File: src/rtl/comparator_pkg.sv
// Shared result encodings, sweep state encoding and the golden unsigned compare
// used by the comparator self-test engine.
package comparator_pkg;

  localparam int RES_W    = 3;
  localparam int CMP_MAXW = 32;

  localparam logic [RES_W-1:0] RES_GT = 3'b100;
  localparam logic [RES_W-1:0] RES_EQ = 3'b010;
  localparam logic [RES_W-1:0] RES_LT = 3'b001;

  typedef enum logic [1:0] {
    IDLE  = 2'd0,
    RUN   = 2'd1,
    DRAIN = 2'd2,
    DONE  = 2'd3
  } bist_state_t;

  // Operands are zero-extended by the caller, so any WIDTH up to CMP_MAXW works.
  function automatic logic [RES_W-1:0] cmp_expected(input logic [CMP_MAXW-1:0] a,
                                                    input logic [CMP_MAXW-1:0] b);
    if (a > b) begin
      return RES_GT;
    end else if (a == b) begin
      return RES_EQ;
    end else begin
      return RES_LT;
    end
  endfunction

endpackage

File: src/rtl/comparator_exp_pipe.sv
// Delay line for {valid, a, b, expected}, aligning the golden result with a
// comparator under test that has DEPTH cycles of latency.
module comparator_exp_pipe
  import comparator_pkg::*;
#(
  parameter int WIDTH = 4,
  parameter int DEPTH = 0
) (
  input  logic             clk,
  input  logic             rst_n,
  input  logic             clr,
  input  logic             in_vld,
  input  logic [WIDTH-1:0] in_a,
  input  logic [WIDTH-1:0] in_b,
  input  logic [RES_W-1:0] in_exp,
  output logic             out_vld,
  output logic [WIDTH-1:0] out_a,
  output logic [WIDTH-1:0] out_b,
  output logic [RES_W-1:0] out_exp
);

  generate
    if (DEPTH == 0) begin : g_wire
      // Combinational comparator: no storage, clock/reset/clear have no effect.
      logic unused_seq;
      assign unused_seq = ^{clk, rst_n, clr};
      assign out_vld    = in_vld;
      assign out_a      = in_a;
      assign out_b      = in_b;
      assign out_exp    = in_exp;
    end else begin : g_reg
      localparam int DW = 2*WIDTH + RES_W;

      logic [DEPTH-1:0] vld_q;
      logic [DW-1:0]    dat_q [DEPTH];

      always_ff @(posedge clk or negedge rst_n) begin
        if (!rst_n) begin
          vld_q <= '0;
          for (int i = 0; i < DEPTH; i++) begin
            dat_q[i] <= '0;
          end
        end else begin
          vld_q[0] <= in_vld && !clr;
          dat_q[0] <= {in_a, in_b, in_exp};
          for (int i = 1; i < DEPTH; i++) begin
            vld_q[i] <= vld_q[i-1] && !clr;
            dat_q[i] <= dat_q[i-1];
          end
        end
      end

      assign out_vld                 = vld_q[DEPTH-1];
      assign {out_a, out_b, out_exp} = dat_q[DEPTH-1];
    end
  endgenerate

endmodule

File: src/rtl/comparator_bist.sv
// Exhaustive self-test engine for the WIDTH-bit magnitude comparator: sweeps all
// (a, b) pairs, checks the three compare flags and records the first failure.
//
//   state | meaning
//   IDLE  | waiting for start; results of a previous or aborted sweep retained
//   RUN   | driving one vector per cycle from the sweep counter
//   DRAIN | last vector held for DUT_LAT cycles until its result is checked
//   DONE  | sweep complete; done/pass/err_count/fail_* valid until start/abort
module comparator_bist
  import comparator_pkg::*;
#(
  parameter int WIDTH   = 4,
  parameter int DUT_LAT = 0
) (
  input  logic               clk,
  input  logic               rst_n,
  input  logic               start,
  input  logic               abort,
  output logic [WIDTH-1:0]   a_o,
  output logic [WIDTH-1:0]   b_o,
  input  logic               dut_gt,
  input  logic               dut_eq,
  input  logic               dut_lt,
  output logic               busy,
  output logic               done,
  output logic               pass,
  output logic [2*WIDTH:0]   err_count,
  output logic [WIDTH-1:0]   fail_a,
  output logic [WIDTH-1:0]   fail_b,
  output logic [RES_W-1:0]   fail_res
);

  localparam int VW = 2*WIDTH;
  localparam logic [2:0] DRAIN_LOAD = (DUT_LAT > 0) ? 3'(DUT_LAT - 1) : 3'd0;

  bist_state_t      state;
  logic [VW-1:0]    vec_cnt;
  logic [2:0]       drain_cnt;
  logic             vec_vld;
  logic             first_seen;

  logic [RES_W-1:0] exp_res;
  logic             chk_vld;
  logic [WIDTH-1:0] chk_a;
  logic [WIDTH-1:0] chk_b;
  logic [RES_W-1:0] chk_exp;
  logic [RES_W-1:0] obs_res;
  logic             mismatch;

  assign exp_res = cmp_expected(CMP_MAXW'(a_o), CMP_MAXW'(b_o));

  comparator_exp_pipe #(
    .WIDTH (WIDTH),
    .DEPTH (DUT_LAT)
  ) u_exp_pipe (
    .clk     (clk),
    .rst_n   (rst_n),
    .clr     (abort),
    .in_vld  (vec_vld),
    .in_a    (a_o),
    .in_b    (b_o),
    .in_exp  (exp_res),
    .out_vld (chk_vld),
    .out_a   (chk_a),
    .out_b   (chk_b),
    .out_exp (chk_exp)
  );

  // Expected value is always one-hot, so a non-one-hot triple can never match.
  assign obs_res  = {dut_gt, dut_eq, dut_lt};
  assign mismatch = chk_vld && (obs_res != chk_exp);
  assign pass     = done && (err_count == '0);

  // busy/done are registered from the state, so each trails its state by one
  // edge; this makes done rise on the edge that books the final check.
  always_ff @(posedge clk or negedge rst_n) begin
    if (!rst_n) begin
      state      <= IDLE;
      a_o        <= '0;
      b_o        <= '0;
      busy       <= 1'b0;
      done       <= 1'b0;
      err_count  <= '0;
      fail_a     <= '0;
      fail_b     <= '0;
      fail_res   <= '0;
      vec_cnt    <= '0;
      drain_cnt  <= '0;
      vec_vld    <= 1'b0;
      first_seen <= 1'b0;
    end else begin
      busy    <= (state == RUN) || (state == DRAIN);
      done    <= (state == DONE) && !start && !abort;
      vec_vld <= 1'b0;

      if (mismatch) begin
        if (err_count != '1) begin
          err_count <= err_count + 1'b1;
        end
        if (!first_seen) begin
          first_seen <= 1'b1;
          fail_a     <= chk_a;
          fail_b     <= chk_b;
          fail_res   <= obs_res;
        end
      end

      if (abort) begin
        state <= IDLE;
      end else begin
        case (state)
          IDLE, DONE: begin
            if (start) begin
              state      <= RUN;
              vec_cnt    <= '0;
              err_count  <= '0;
              fail_a     <= '0;
              fail_b     <= '0;
              fail_res   <= '0;
              first_seen <= 1'b0;
            end
          end
          RUN: begin
            a_o     <= vec_cnt[VW-1:WIDTH];
            b_o     <= vec_cnt[WIDTH-1:0];
            vec_vld <= 1'b1;
            vec_cnt <= vec_cnt + 1'b1;
            if (vec_cnt == '1) begin
              if (DUT_LAT > 0) begin
                state     <= DRAIN;
                drain_cnt <= DRAIN_LOAD;
              end else begin
                state <= DONE;
              end
            end
          end
          DRAIN: begin
            if (drain_cnt == '0) begin
              state <= DONE;
            end else begin
              drain_cnt <= drain_cnt - 1'b1;
            end
          end
          default: state <= IDLE;
        endcase
      end
    end
  end

endmodule
File: config.mk
export PLATFORM = sky130hd
export DESIGN_NAME = comparator_bist
export DESIGN_NICKNAME = d
export VERILOG_FILES = /design/src/rtl/comparator_pkg.sv /design/src/rtl/comparator_exp_pipe.sv /design/src/rtl/comparator_bist.sv
export SDC_FILE = /design/constraint.sdc
export NUM_CORES = 1
export LEC_CHECK = 0
export CAP_MARGIN = 20
export CORE_MARGIN = 1
export CORE_UTILIZATION = 40
export DETAILED_ROUTE_END_ITERATION = 10
export MAX_ROUTING_LAYER = met4
export SLEW_MARGIN = 20
export SYNTH_ARGS = -nofsm -noshare
export SYNTH_HDL_FRONTEND = slang
export SYNTH_SLANG_ARGS = --single-unit
File: constraint.sdc
create_clock -name clk -period 5.9 [get_ports clk]
set_input_delay 1.18 -clock clk [delete_from_list [all_inputs] [get_ports clk]]
set_output_delay 1.18 -clock clk [all_outputs]
set_load 0.02 [all_outputs]
==> impl_metrics.yaml, run 1 <==
clock_tree:
  post-cts-setup-buffers: 0
  clk_path_buf_depth: 2
  clk_latency_ns: 0.29
  clock_tree.root_cell: "clkbuf_8"
  cts_tree: "built"
  cts_resized: 0
  ctsHtreeMaxLevel: 2
  cts.sinks: 45
  numCtsBuffers: 5
  hold_buffers: 0
  clk_pin_slew_ns: 0.08
timing:
  rsz0062_at_grt: "no"
  fin_skew_ns: 0.00324
  max_freq_mhz: 317
  slew-limit-headroom_pct: 35.6
  fin_setup_tns_ns: 0
  finalSetupViolations: 0
  final_hold_viol_count: 0
  worst_pin_slew_ns: 0.964
  final_max_slew_viol_count: 0
  min_period_over_period_pct: 53.4
  hold_ws_ns: 0.471
  min_period_ns: 3.15
logic_synthesis:
  synth.net_count: 236
  ys.flop_type: "dfrtp_1"
  seq_area_frac_synth_pct: 50.4
  synth_edf_count: 0
  syn_area_per_cell_um2: 10.3
  ys_seq_elements: 45
  async_flop_share_pct: 100
  synth_warnings: 0
  syn_area_um2: 2230
  netlist_instances: 217
  ys_types: 41
route:
  vias: 1621
  drt-initial-drc-count: 99
  postRouteAntennaNets: 0
  wl_per_cell_um: 13.4
  firstDrtPassIters: 4
  drt-total-wl_um: 4380
  remaining_drc_errors: 0
  via_per_inst: 4.97
final_layout:
  drive_above_1_share_pct: 8.59
  area_growth_pct: 23.7
  fill_cells: 481
  multiInputGateArea_um2: 1000
  final_core_util_pct: 52.7
  seqCellArea_um2: 1130
  design_area_um2: 2760
  n_antenna_cell: 0
  final_nets: 275
power_and_ir_drop:
  vdd_ir_drop_max_mv: 0.124
  power.leakage_nw: 1.19
  powerDensity_nw_per_um2: 344
floorplan:
  dieArea_um2: 5890
  fp-row-count: 26
  io_pins: 38
  die_h_um: 76.7
  initial_core_util_pct: 42.6
  dieWidth_um: 76.7
  core-area_um2: 5240
placed_design:
  dp_hpwl_um: 3040
  routabilityCongestion: 0.772
  place_area_um2: 2660
  port_buffers: 37
worst_setup_path:
  worstSetupStartpointType: "flip-flop"
  cp_data_required_time_ns: 4.72
  cp_max_fo: 4
  critical_path_class: "flip-flop to primary output"
  cp.arrival_ns: 1.97
  worst_setup_path_end_kind: "primary output"
  rrSetupSlack_ns: 3.44
status:
  status: "finished clean"
global_routing:
  grt_max_degree: 46
  grt_pass1_vias: 1569
  track_usage_pct: 16.9
  overflow: 0
  grt_first_pass_wirelength_um: 7620
  grt_antenna_before_repair: 0
hold_path:
  worst_hold_path_type: "flip-flop to flip-flop"
flow_run:
  max_cap_viol_count: 0
## metrics by stage
step	instances	setup slack, ns	total power, mW
after detailed placement	319	2.35	0.758
final	326	2.75	0.950
after floorplan	217	3.25	0.632
after global routing	326	2.60	1.01
after CTS	326	2.62	0.955
after global placement	319	2.35	0.755
## sequential cells by signal, indices dropped and copies added, names as in the netlist
signal and flops:
fail_res 3, b_o 4, first_seen 1, drain_cnt 3, vec_vld 1, vec_cnt 8
fail_b 4, fail_a 4, state 2, busy 1, err_count 9, a_o 4
done 1
## cell usage after synthesis (2+ instances only)
cell / number / area share [%]
a21oi_1: 9 / 2.0
mux2_2: 4 / 2.0
nor2_1: 28 / 4.7
nand2_1: 12 / 2.0
xnor2_1: 2 / 0.78
o21ai_0: 11 / 2.5
nor3_1: 3 / 0.67
mux2i_1: 12 / 5.4
nand4_1: 5 / 1.4
xor2_1: 5 / 2.0
and3_1: 2 / 0.56
dfrtp_1: 45 / 50
nand3_1: 9 / 2.0
and2_1: 2 / 0.56
nor4_1: 3 / 0.84
clkbuf_1: 4 / 0.67
a21o_1: 4 / 1.3
inv_1: 21 / 3.5
a21oi_2: 3 / 1.2
ha_1: 12 / 6.7
## routing by layer
layer | global-route usage, % | part of all wire (%) | up-vias
met1 | 23.5 | 51 | 769
li1 | - | - | 818
met3 | 3.33 | 3.0 | 8
met2 | 24.5 | 45 | 26
met5 | - | 0 | -
met4 | 6.35 | 1.5 | 0
## report_power, final
part           total (mW)  switching, mW  internal, mW
logic               0.343          0.192         0.151
clock network       0.194          0.102        0.0926
registers           0.413         0.0500         0.363
total               0.950          0.343         0.606
## area by class of cell
type | count | area share, %
inverters | 21 | 2.85
well taps | 70 | 3.17
flip-flops and latches | 45 | 40.8
clock inverters | 1 | 0.272
repair buffers | 38 | 13.6
clock buffers | 6 | 2.99
multi-input cells | 145 | 36.4
## layout by cell type (no fill, tap or decap), drive strengths merged, types with 3 or more instances in the layout
cell type	n
inv	21
nand3	9
a21o	4
o21ai	12
ha	12
a21oi	12
dfrtp	45
clkdlybuf4s50	36
nand2	12
xor2	5
nor3	3
clkbuf	6
nor4	3
mux2i	12
nand4	5
mux2	4
nor2	28
## kinds of logic after synthesis
kind of cell / Yosys count / synth area share, %
mux: 16 / 7.40
flops: 45 / 50.4
xor+xnor: 7 / 2.75
compound gates: 38 / 12.3
simple gates: 72 / 15.5
buf+inv: 27 / 4.93
fa+ha+maj: 12 / 6.72
## path summary, 6_finish.rpt
check	start	to	depth (start not counted)
setup / recovery	err_count[4]	pass	4
hold / removal	drain_cnt[0]	drain_cnt[0]	1
setup reg to reg	b_o[3]	fail_res[0]	8
hold reg to reg	drain_cnt[0]	drain_cnt[0]	1
max in group asynchronous	rst_n	vec_cnt[3]	1
min in group asynchronous	rst_n	vec_cnt[6]	1
## critical path, cell delays in order (launching register included)
cell and delay, ns:
dfrtp_1 0.43, nor4_1 0.32, nand3_1 0.11, nor4_1 0.17
clkdlybuf4s50_1 0.65
Power figures use the tool's default switching activity.
==> run 2: changes to the inputs <==
--- a/config.mk
+++ b/config.mk
@@ -10,6 +10,7 @@
 export CORE_UTILIZATION = 40
 export DETAILED_ROUTE_END_ITERATION = 10
 export MAX_ROUTING_LAYER = met4
+export PLACE_DENSITY = 0.65
 export SLEW_MARGIN = 20
 export SYNTH_ARGS = -nofsm -noshare
 export SYNTH_HDL_FRONTEND = slang
==> constraint.sdc (replaced) <==
create_clock -name clk -period 2.71 [get_ports clk]
set_input_delay 0.542 -clock clk [delete_from_list [all_inputs] [get_ports clk]]
set_output_delay 0.542 -clock clk [all_outputs]
set_load 0.02 [all_outputs]
==> run 2 against run 1 <==
Compared with the run above: core utilization increased by 0.31 points; cell count rose by 1.2%; power is 120% higher.
==> impl_metrics.yaml, run 2 (same netlist as run 1, synthesis figures left out) <==
status:
  status: "finished clean"
worst_setup_path:
  max_stage_delay_ns: 0.65
  path_cells: "nor4_1 -> nand3_1 -> nor4_1 -> clkdlybuf4s50_1"
  crit_path_top_delay_cell: "clkdlybuf4s50_1"
  crit_top_cell: "nor4_1"
  cp_max_fo: 4
  cp_top_family: "buffers and inverters"
  critical_path_class: "flip-flop to primary output"
  cp.arrival_ns: 1.98
  path_buf_inv: 1
  cp_data_required_time_ns: 2.17
  worstSetupStartpointType: "flip-flop"
  worst_setup_path_end_kind: "primary output"
global_routing:
  grt_max_degree: 25
  grt_util_met3_pct: 2.14
  overflow: 0
  grt_first_pass_wirelength_um: 7600
  use_met1_pct: 22.4
  grt_antenna_before_repair: 0
  track_usage_pct: 16.6
  grt_pass1_vias: 1599
  use_met2_pct: 25.3
  grt.busiest_layer: "met2"
timing:
  max_freq_mhz: 397
  worst_pin_slew_ns: 0.666
  fin_skew_ns: 0.00307
  slew-limit-headroom_pct: 55.2
  finalSetupViolations: 0
  final_max_slew_viol_count: 0
  rsz0062_at_grt: "no"
  fin_ws_ns: 0.191
  final_hold_viol_count: 0
  min_period_ns: 2.52
  fin_setup_tns_ns: 0
  min_period_over_period_pct: 92.9
route:
  firstDrtPassIters: 4
  vias: 1661
  drt-total-wl_um: 4390
  remaining_drc_errors: 0
  via_per_inst: 5.03
  wl_per_cell_um: 13.3
  postRouteAntennaNets: 0
  drt-initial-drc-count: 77
floorplan:
  initial_core_util_pct: 42.6
  die_h_um: 76.7
  fp-row-count: 26
  dieArea_um2: 5890
  core-area_um2: 5240
  io_pins: 38
  dieWidth_um: 76.7
power_and_ir_drop:
  vdd_ir_drop_max_mv: 0.354
  power.leakage_nw: 1.21
  power_mw: 2.05
  powerDensity_nw_per_um2: 738
clock_tree:
  clk_path_buf_depth: 2
  cts_resized: 0
  ctsHtreeMaxLevel: 2
  clk_pin_slew_ns: 0.08
  hold_buffers: 0
  cts_tree: "built"
  cts.sinks: 45
  clk_latency_ns: 0.29
  post-cts-setup-buffers: 0
  numCtsBuffers: 5
  clock_tree.root_cell: "clkbuf_8"
final_layout:
  final_nets: 279
  n_antenna_cell: 0
  drive_above_1_share_pct: 9.62
  mostFrequentLayoutCells: "dfrtp_1 (45), clkdlybuf4s50_1 (36), nor2_1 (28), inv_1 (21)"
  regMostFlops: "err_count"
  area_growth_pct: 24.4
  design_area_um2: 2780
  reg_top3: "err_count x9, vec_cnt x8"
  final_common_cell: "dfrtp_1"
  largest_register_ffs: 9
hold_path:
  worst_hold_path_type: "input port to asynchronous set/reset pin"
placed_design:
  place_area_um2: 2690
  place_ws_ns: 0.358
  dp_hpwl_um: 3140
  port_buffers: 37
  routabilityCongestion: 0.772
flow_run:
  max_cap_viol_count: 0
run 2: cell count changes in the layout (fill, tap and decap cells not counted):
| cell | before | now |
|---|---|---|
| a211oi_2 | 0 | 1 |
| a211oi_4 | 1 | 0 |
| buf_2 | 0 | 1 |
| buf_4 | 2 | 5 |
| clkbuf_1 | 0 | 1 |
| clkinvlp_4 | 1 | 0 |
run 2: routing by layer:
layer | vias to the layer above | part of all wire [%]
met1 | 806 | 49
met2 | 26 | 47
li1 | 827 | -
met5 | - | 0
met3 | 2 | 2.4
met4 | 0 | 0.77
run 2: final timing paths:
kind / from / to / slack (ns) / depth (start not counted)
worst max-delay path: err_count[3] / pass / 0.19 / 4
worst min-delay path: rst_n / a_o[2] / 0.22 / 2
worst max register to register: b_o[3] / fail_a[0] / 0.57 / 9
worst min register to register: drain_cnt[1] / drain_cnt[1] / 0.48 / 2
max in group asynchronous: rst_n / err_count[8] / 2.24 / 2
min in group clk: drain_cnt[1] / drain_cnt[1] / 0.48 / 2
run 2: through the flow:
stage	hold WS (ns)	util, %	instances
6_report	0.222	53.1	330
5_1_grt	0.248	53.1	330
4_1_cts	0.224	53.1	330
3_5_place_dp	0.470	51.4	323
3_3_place_gp	0.462	51.4	323
2_1_floorplan	0.246	-	217
run 2: layout make-up:
class	count	area [um^2]
flip-flops and latches	45	1130
clock buffers	7	86.3
multi-input cells	145	997
well taps	70	87.6
repair buffers	42	403
fillers	488	2460
inverters	21	78.8
run 2: power breakdown:
group,switching (mW),internal [mW],total [mW]
clock,0.213,0.203,0.415
combinational,0.410,0.333,0.743
sequential,0.104,0.790,0.893
total,0.726,1.33,2.05
